<file path="config.mk">
export PLATFORM = sky130hd
export DESIGN_NAME = ping_pong_monitor
export DESIGN_NICKNAME = d
export VERILOG_FILES = /design/src/rtl/ping_pong_monitor_pkg.sv /design/src/rtl/ping_pong_monitor_step.sv /design/src/rtl/ping_pong_monitor.sv
export SDC_FILE = /design/constraint.sdc
export NUM_CORES = 1
export LEC_CHECK = 0
export ABC_AREA = 1
export BUFFER_PORTS_ARGS = -buffer_cell sky130_fd_sc_hd__buf_2
export CAP_MARGIN = 20
export CORE_UTILIZATION = 30
export DETAILED_ROUTE_END_ITERATION = 8
export PLACE_DENSITY_LB_ADDON = 0.12
export SLEW_MARGIN = 20
export SYNTH_ARGS = -nofsm -noshare
export SYNTH_HDL_FRONTEND = slang
export SYNTH_HIERARCHICAL = 1
export SYNTH_SLANG_ARGS = --single-unit
export TNS_END_PERCENT = 100
</file>
<file path="constraint.sdc">
create_clock -name clk -period 2.5 [get_ports clk]
set_input_delay 0.375 -clock clk [delete_from_list [all_inputs] [get_ports clk]]
set_output_delay 0.375 -clock clk [all_outputs]
set_load 0.01 [all_outputs]
</file>
<file path="src/rtl/ping_pong_monitor_pkg.sv">
// ---------------------------------------------------------------------------
// ping_pong_monitor_pkg : shared FSM encoding, direction codes, MAX helper
// Rev 1.0
// ---------------------------------------------------------------------------
`default_nettype none

package ping_pong_monitor_pkg;

  typedef enum logic [1:0] {
    IDLE   = 2'd0,
    TRACK  = 2'd1,
    LOCKED = 2'd2
  } state_e;

  localparam logic UP   = 1'b1;
  localparam logic DOWN = 1'b0;

  function automatic logic [31:0] max_of(input int unsigned width);
    return (32'd1 << width) - 32'd1;
  endfunction

endpackage

`default_nettype wire

</file>
<file path="src/rtl/ping_pong_monitor_step.sv">
// ---------------------------------------------------------------------------
// ping_pong_step : combinational next-sample predictor for a ping-pong counter
// Rev 1.0
// ---------------------------------------------------------------------------
`default_nettype none

module ping_pong_step
  import ping_pong_monitor_pkg::*;
#(
  parameter int WIDTH = 4
) (
  input  logic [WIDTH-1:0] v_i,
  input  logic             d_i,
  output logic [WIDTH-1:0] v_o,
  output logic             d_o
);

  localparam logic [WIDTH-1:0] MAX = WIDTH'(max_of(WIDTH));

  always_comb begin
    v_o = v_i;
    d_o = d_i;
    if (d_i == UP && v_i == MAX) begin
      v_o = MAX - 1'b1;
      d_o = DOWN;
    end else if (d_i == DOWN && v_i == '0) begin
      v_o = {{(WIDTH-1){1'b0}}, 1'b1};
      d_o = UP;
    end else if (d_i == UP) begin
      v_o = v_i + 1'b1;
    end else begin
      v_o = v_i - 1'b1;
    end
  end

endmodule

`default_nettype wire

</file>
<file path="src/rtl/ping_pong_monitor.sv">
// ---------------------------------------------------------------------------
// ping_pong_monitor : lock / mismatch / turnaround checker for a ping-pong stream
// Rev 1.0
// ---------------------------------------------------------------------------
`default_nettype none

module ping_pong_monitor
  import ping_pong_monitor_pkg::*;
#(
  parameter int WIDTH    = 4,
  parameter int LOCK_LEN = 2,
  parameter int BNC_W    = 8,
  parameter int ERR_W    = 4
) (
  input  logic             clk,
  input  logic             rst_n,
  input  logic             in_valid,
  input  logic [WIDTH-1:0] in_value,
  input  logic             in_dir,
  input  logic             clr,
  output logic             locked,
  output logic             err,
  output logic             top,
  output logic             bottom,
  output logic [BNC_W-1:0] bounce_cnt,
  output logic [ERR_W-1:0] err_cnt
);

  localparam logic [3:0] LOCK_N = 4'(LOCK_LEN);

  state_e             state_q;
  logic [WIDTH-1:0]   ref_v_q;
  logic               ref_d_q;
  logic [3:0]         match_cnt_q;
  logic               locked_q, err_q, top_q, bottom_q;
  logic [BNC_W-1:0]   bnc_q;
  logic [ERR_W-1:0]   errc_q;

  logic [WIDTH-1:0]   pred_v_d;
  logic               pred_d_d;
  logic               match_d;

  ping_pong_step #(.WIDTH(WIDTH)) u_step (
    .v_i (ref_v_q),
    .d_i (ref_d_q),
    .v_o (pred_v_d),
    .d_o (pred_d_d)
  );

  assign match_d = (pred_v_d == in_value) && (pred_d_d == in_dir);

  always_ff @(posedge clk) begin
    if (!rst_n) begin
      state_q     <= IDLE;
      ref_v_q     <= '0;
      ref_d_q     <= 1'b0;
      match_cnt_q <= '0;
      locked_q    <= 1'b0;
      err_q       <= 1'b0;
      top_q       <= 1'b0;
      bottom_q    <= 1'b0;
      bnc_q       <= '0;
      errc_q      <= '0;
    end else begin
      err_q    <= 1'b0;
      top_q    <= 1'b0;
      bottom_q <= 1'b0;
      if (in_valid) begin
        // Every accepted sample becomes the reference, match or not.
        ref_v_q <= in_value;
        ref_d_q <= in_dir;
        case (state_q)
          IDLE: begin
            match_cnt_q <= '0;
            state_q     <= TRACK;
          end
          TRACK: begin
            if (!match_d) begin
              match_cnt_q <= '0;
            end else if (match_cnt_q + 4'd1 == LOCK_N) begin
              match_cnt_q <= '0;
              state_q     <= LOCKED;
              locked_q    <= 1'b1;
            end else begin
              match_cnt_q <= match_cnt_q + 4'd1;
            end
          end
          LOCKED: begin
            if (match_d) begin
              if (in_dir != ref_d_q) begin
                top_q    <= (in_dir == DOWN);
                bottom_q <= (in_dir == UP);
                bnc_q    <= bnc_q + 1'b1;
              end
            end else begin
              err_q       <= 1'b1;
              if (errc_q != '1) errc_q <= errc_q + 1'b1;
              match_cnt_q <= '0;
              state_q     <= TRACK;
              locked_q    <= 1'b0;
            end
          end
          default: begin
            state_q  <= IDLE;
            locked_q <= 1'b0;
          end
        endcase
      end
      // Later assignment overrides any increment made above this edge.
      if (clr) begin
        bnc_q  <= '0;
        errc_q <= '0;
      end
    end
  end

  assign locked     = locked_q;
  assign err        = err_q;
  assign top        = top_q;
  assign bottom     = bottom_q;
  assign bounce_cnt = bnc_q;
  assign err_cnt    = errc_q;

endmodule

`default_nettype wire

</file>
==> out/qor.yml <==
synth:
  yosysSeqAreaShare: 0.331
  synth_mux_area_frac: 0
  synthXorXnorAreaFrac: 0.0475
  synth-compound-area-share: 0.114
  synthAdderAreaFrac: 0.0583
  synth-simple-area-share: 0.345
  synth_top_family_by_area: "simple AND/OR/NAND/NOR gates"
  syn_area_per_cell_um2: 6.88
  syn_nets: 253
  netlist_area_um2: 1630
  ys_warn_count: 6
  synth-edff-count: 0
  synthFlopType: "dfxtp_1"
  ys_types: 32
  ys_seq_elements: 27
  async_flop_share: 0
  syn_inst: 237
clock_tree:
  clk_root_buffer_cell: "clkbuf_8"
  clockBufferDepth: 2
  path_clk_slew_ps: 110
  cts_tree: "built"
  cts_inserted_buffers: 3
  ctsHtreeMaxLevel: 1
  post_cts_resized: 0
  cts_hold_buf: 0
  postCtsSetupBuffers: 0
  clock-sinks: 27
  clock_latency_ps: 280
timing:
  clock_skew_ps: 12.9
  slew_headroom: 0.743
  final_max_slew_viol_count: 0
  hold_viol_final: 0
  fmax_mhz: 437
  setup_viol: 0
  grt_setup_unrepaired: "no"
  tns_ps: 0
  min_period_over_period: 0.915
  period_minus_slack_ps: 2290
  worst_pin_slew_ps: 385
detailed_routing:
  drt_iter0_drc: 60
  wl_per_cell_um: 10.8
  drc: 0
  routed-via-count: 1517
  routed_via_density: 4.53
  totalWireLength_um: 3620
  firstDrtPassIters: 4
  final_antenna_net_count: 0
grt:
  grt_pass1_wl_um: 6050
  grt_pass1_vias: 1416
  antenna_found_initial: 0
  overflow: 0
  grt_max_degree: 22
  gr-usage-all-layers: 0.136
critical_path:
  cp.required_ps: 2670
  r2r_slack_ps: 210
  worstSetupStartpointType: "register"
  cp_cell_sequence: "inv_1 > ha_1 > or2_4 > nand3_1 > nand3_1 > nand2_1 > inv_1 > nand2_1 > nand2_1 > nor2_4 > nand3_4 > inv_6 > nand3_2 > nand2_1 > a21oi_1"
  crit_arrival_ps: 2460
  crit_slowest_cell: "dfxtp_4"
  cp_common_cell: "nand2_1"
  crit_fanout: 6
  end_kind: "register"
  slowest_delay_ps: 390
  path_delay_family: "simple AND/OR/NAND/NOR gates"
  crit_type: "register to register"
  cp.buffers_inverters: 3
floorplanning:
  core_area_um2: 5170
  io_pins: 25
  dieArea_um2: 5740
  dieWidth_um: 75.7
  start_util: 0.315
  die_y_um: 75.7
  rows: 26
power_and_ir_drop:
  peakVddDrop_v: 0.000336
  leakage_nw: 0.846
  total_power_mw: 0.915
  power.density_nw_per_um2: 476
finish:
  utilization: 0.371
  fillers: 578
  syn2layout_area_growth_pct: 17.7
  fin_cells: 335
  antenna_cells: 0
  final_layout_size_suffix_gt1_frac: 0.204
  regArea_um2: 544
  nNetsFinal: 282
  multi_input_area_um2: 947
min_path:
  min_path_type: "primary input to register"
flow_run:
  cap_violations: 0
status:
  status: "finished clean"
placed_design:
  placed_cells: 329
  portBuffers: 24
  place_congestion: 0.808
  dp_hpwl_um: 2650
per-layer routing:
metal	global-route usage	part of all wire	routed length (µm)
met1	0.166	0.50	1800
met2	0.247	0.47	1710
met3	0.0317	0.025	90
met5	0	0	0
met4	0.0185	0.0061	22
placed cells by master (no fill, tap or decap), types with 5 or more instances in the layout:
cell,count
dfxtp_1,26
nand4_1,10
nand3_1,13
o21ai_0,7
nand2_1,58
ha_1,6
o21ai_1,6
inv_1,36
a21oi_1,21
nor2_1,13
nor3_1,5
buf_2,24
stage by stage:
step | instance area (µm²) | hold slack, ps | setup slack [ps]
finish | 1920 | 346 | 213
global route | 1920 | 352 | 12.4
CTS | 1880 | 340 | 52.4
detailed placement | 1830 | 444 | 68.9
global placement | 1830 | 433 | 128
floorplan | 1630 | 454 | 348
synth_stat cells, types with 3 or more instances:
library cell	n	area share
nor3_1	5	0.015
inv_1	36	0.083
o21ai_1	6	0.018
nand2_1	58	0.13
nor2_1	13	0.030
ha_1	6	0.046
nand3_1	13	0.040
nand4_1	10	0.038
xnor2_1	4	0.021
o21ai_0	7	0.021
nand3_2	3	0.018
inv_2	4	0.0092
a21oi_1	21	0.064
xor2_1	3	0.016
nor2_2	4	0.015
dfxtp_1	27	0.33
report_power, final:
part	total (mW)	leakage [nW]	internal, mW	switching, mW
clock network	0.269	0.0261	0.117	0.152
registers	0.458	0.220	0.443	0.0149
logic	0.188	0.599	0.0669	0.121
total	0.915	0.846	0.627	0.288
sequential cells by signal (all words and copies together) (netlist names):
register,cells
top,1
ref_d_q,1
match_cnt_q,4
ref_v_q,4
err,1
locked,1
err_cnt,4
bounce_cnt,8
state_q,2
bottom,1
final timing paths:
path                                            from                         end  cells after the start
worst max-delay path            ref_d_q$_SDFFE_PN0P_  bounce_cnt[7]$_SDFFE_PP0P_                     15
worst min register to register   locked$_SDFFE_PN0P_         locked$_SDFFE_PN0P_                      2
worst max register to register  ref_d_q$_SDFFE_PN0P_  bounce_cnt[7]$_SDFFE_PP0P_                     15
worst min-delay path                     in_value[2]     ref_v_q[2]$_SDFFE_PN0P_                      3
kinds of logic (layout without fill, tap and decap cells):
logic type / Yosys count / count (layout)
fa+ha+maj: 7 / 7
flops: 27 / 27
compound gates: 36 / 36
xor+xnor: 8 / 8
simple gates: 115 / 116
buf+inv: 44 / 71
worst reg2reg max path: stages (launching register included):
cell and delay [ps]:
dfxtp_4 390, inv_1 100, ha_1 320, or2_4 240
nand3_1 80, nand3_1 70, nand2_1 80, inv_1 40
nand2_1 50, nand2_1 80, nor2_4 160, nand3_4 170
inv_6 120, nand3_2 130, nand2_1 100, a21oi_1 60
final cells by class:
cell class / instances / area share
multi-input cells: 167 / 0.493
flip-flops and latches: 27 / 0.283
inverters: 41 / 0.0827
repair buffers: 25 / 0.0664
well taps: 70 / 0.0456
clock buffers: 3 / 0.0215
clock inverters: 1 / 0.00456
repair inverters: 1 / 0.00261
Note: power is estimated with default switching activity, not from simulation.
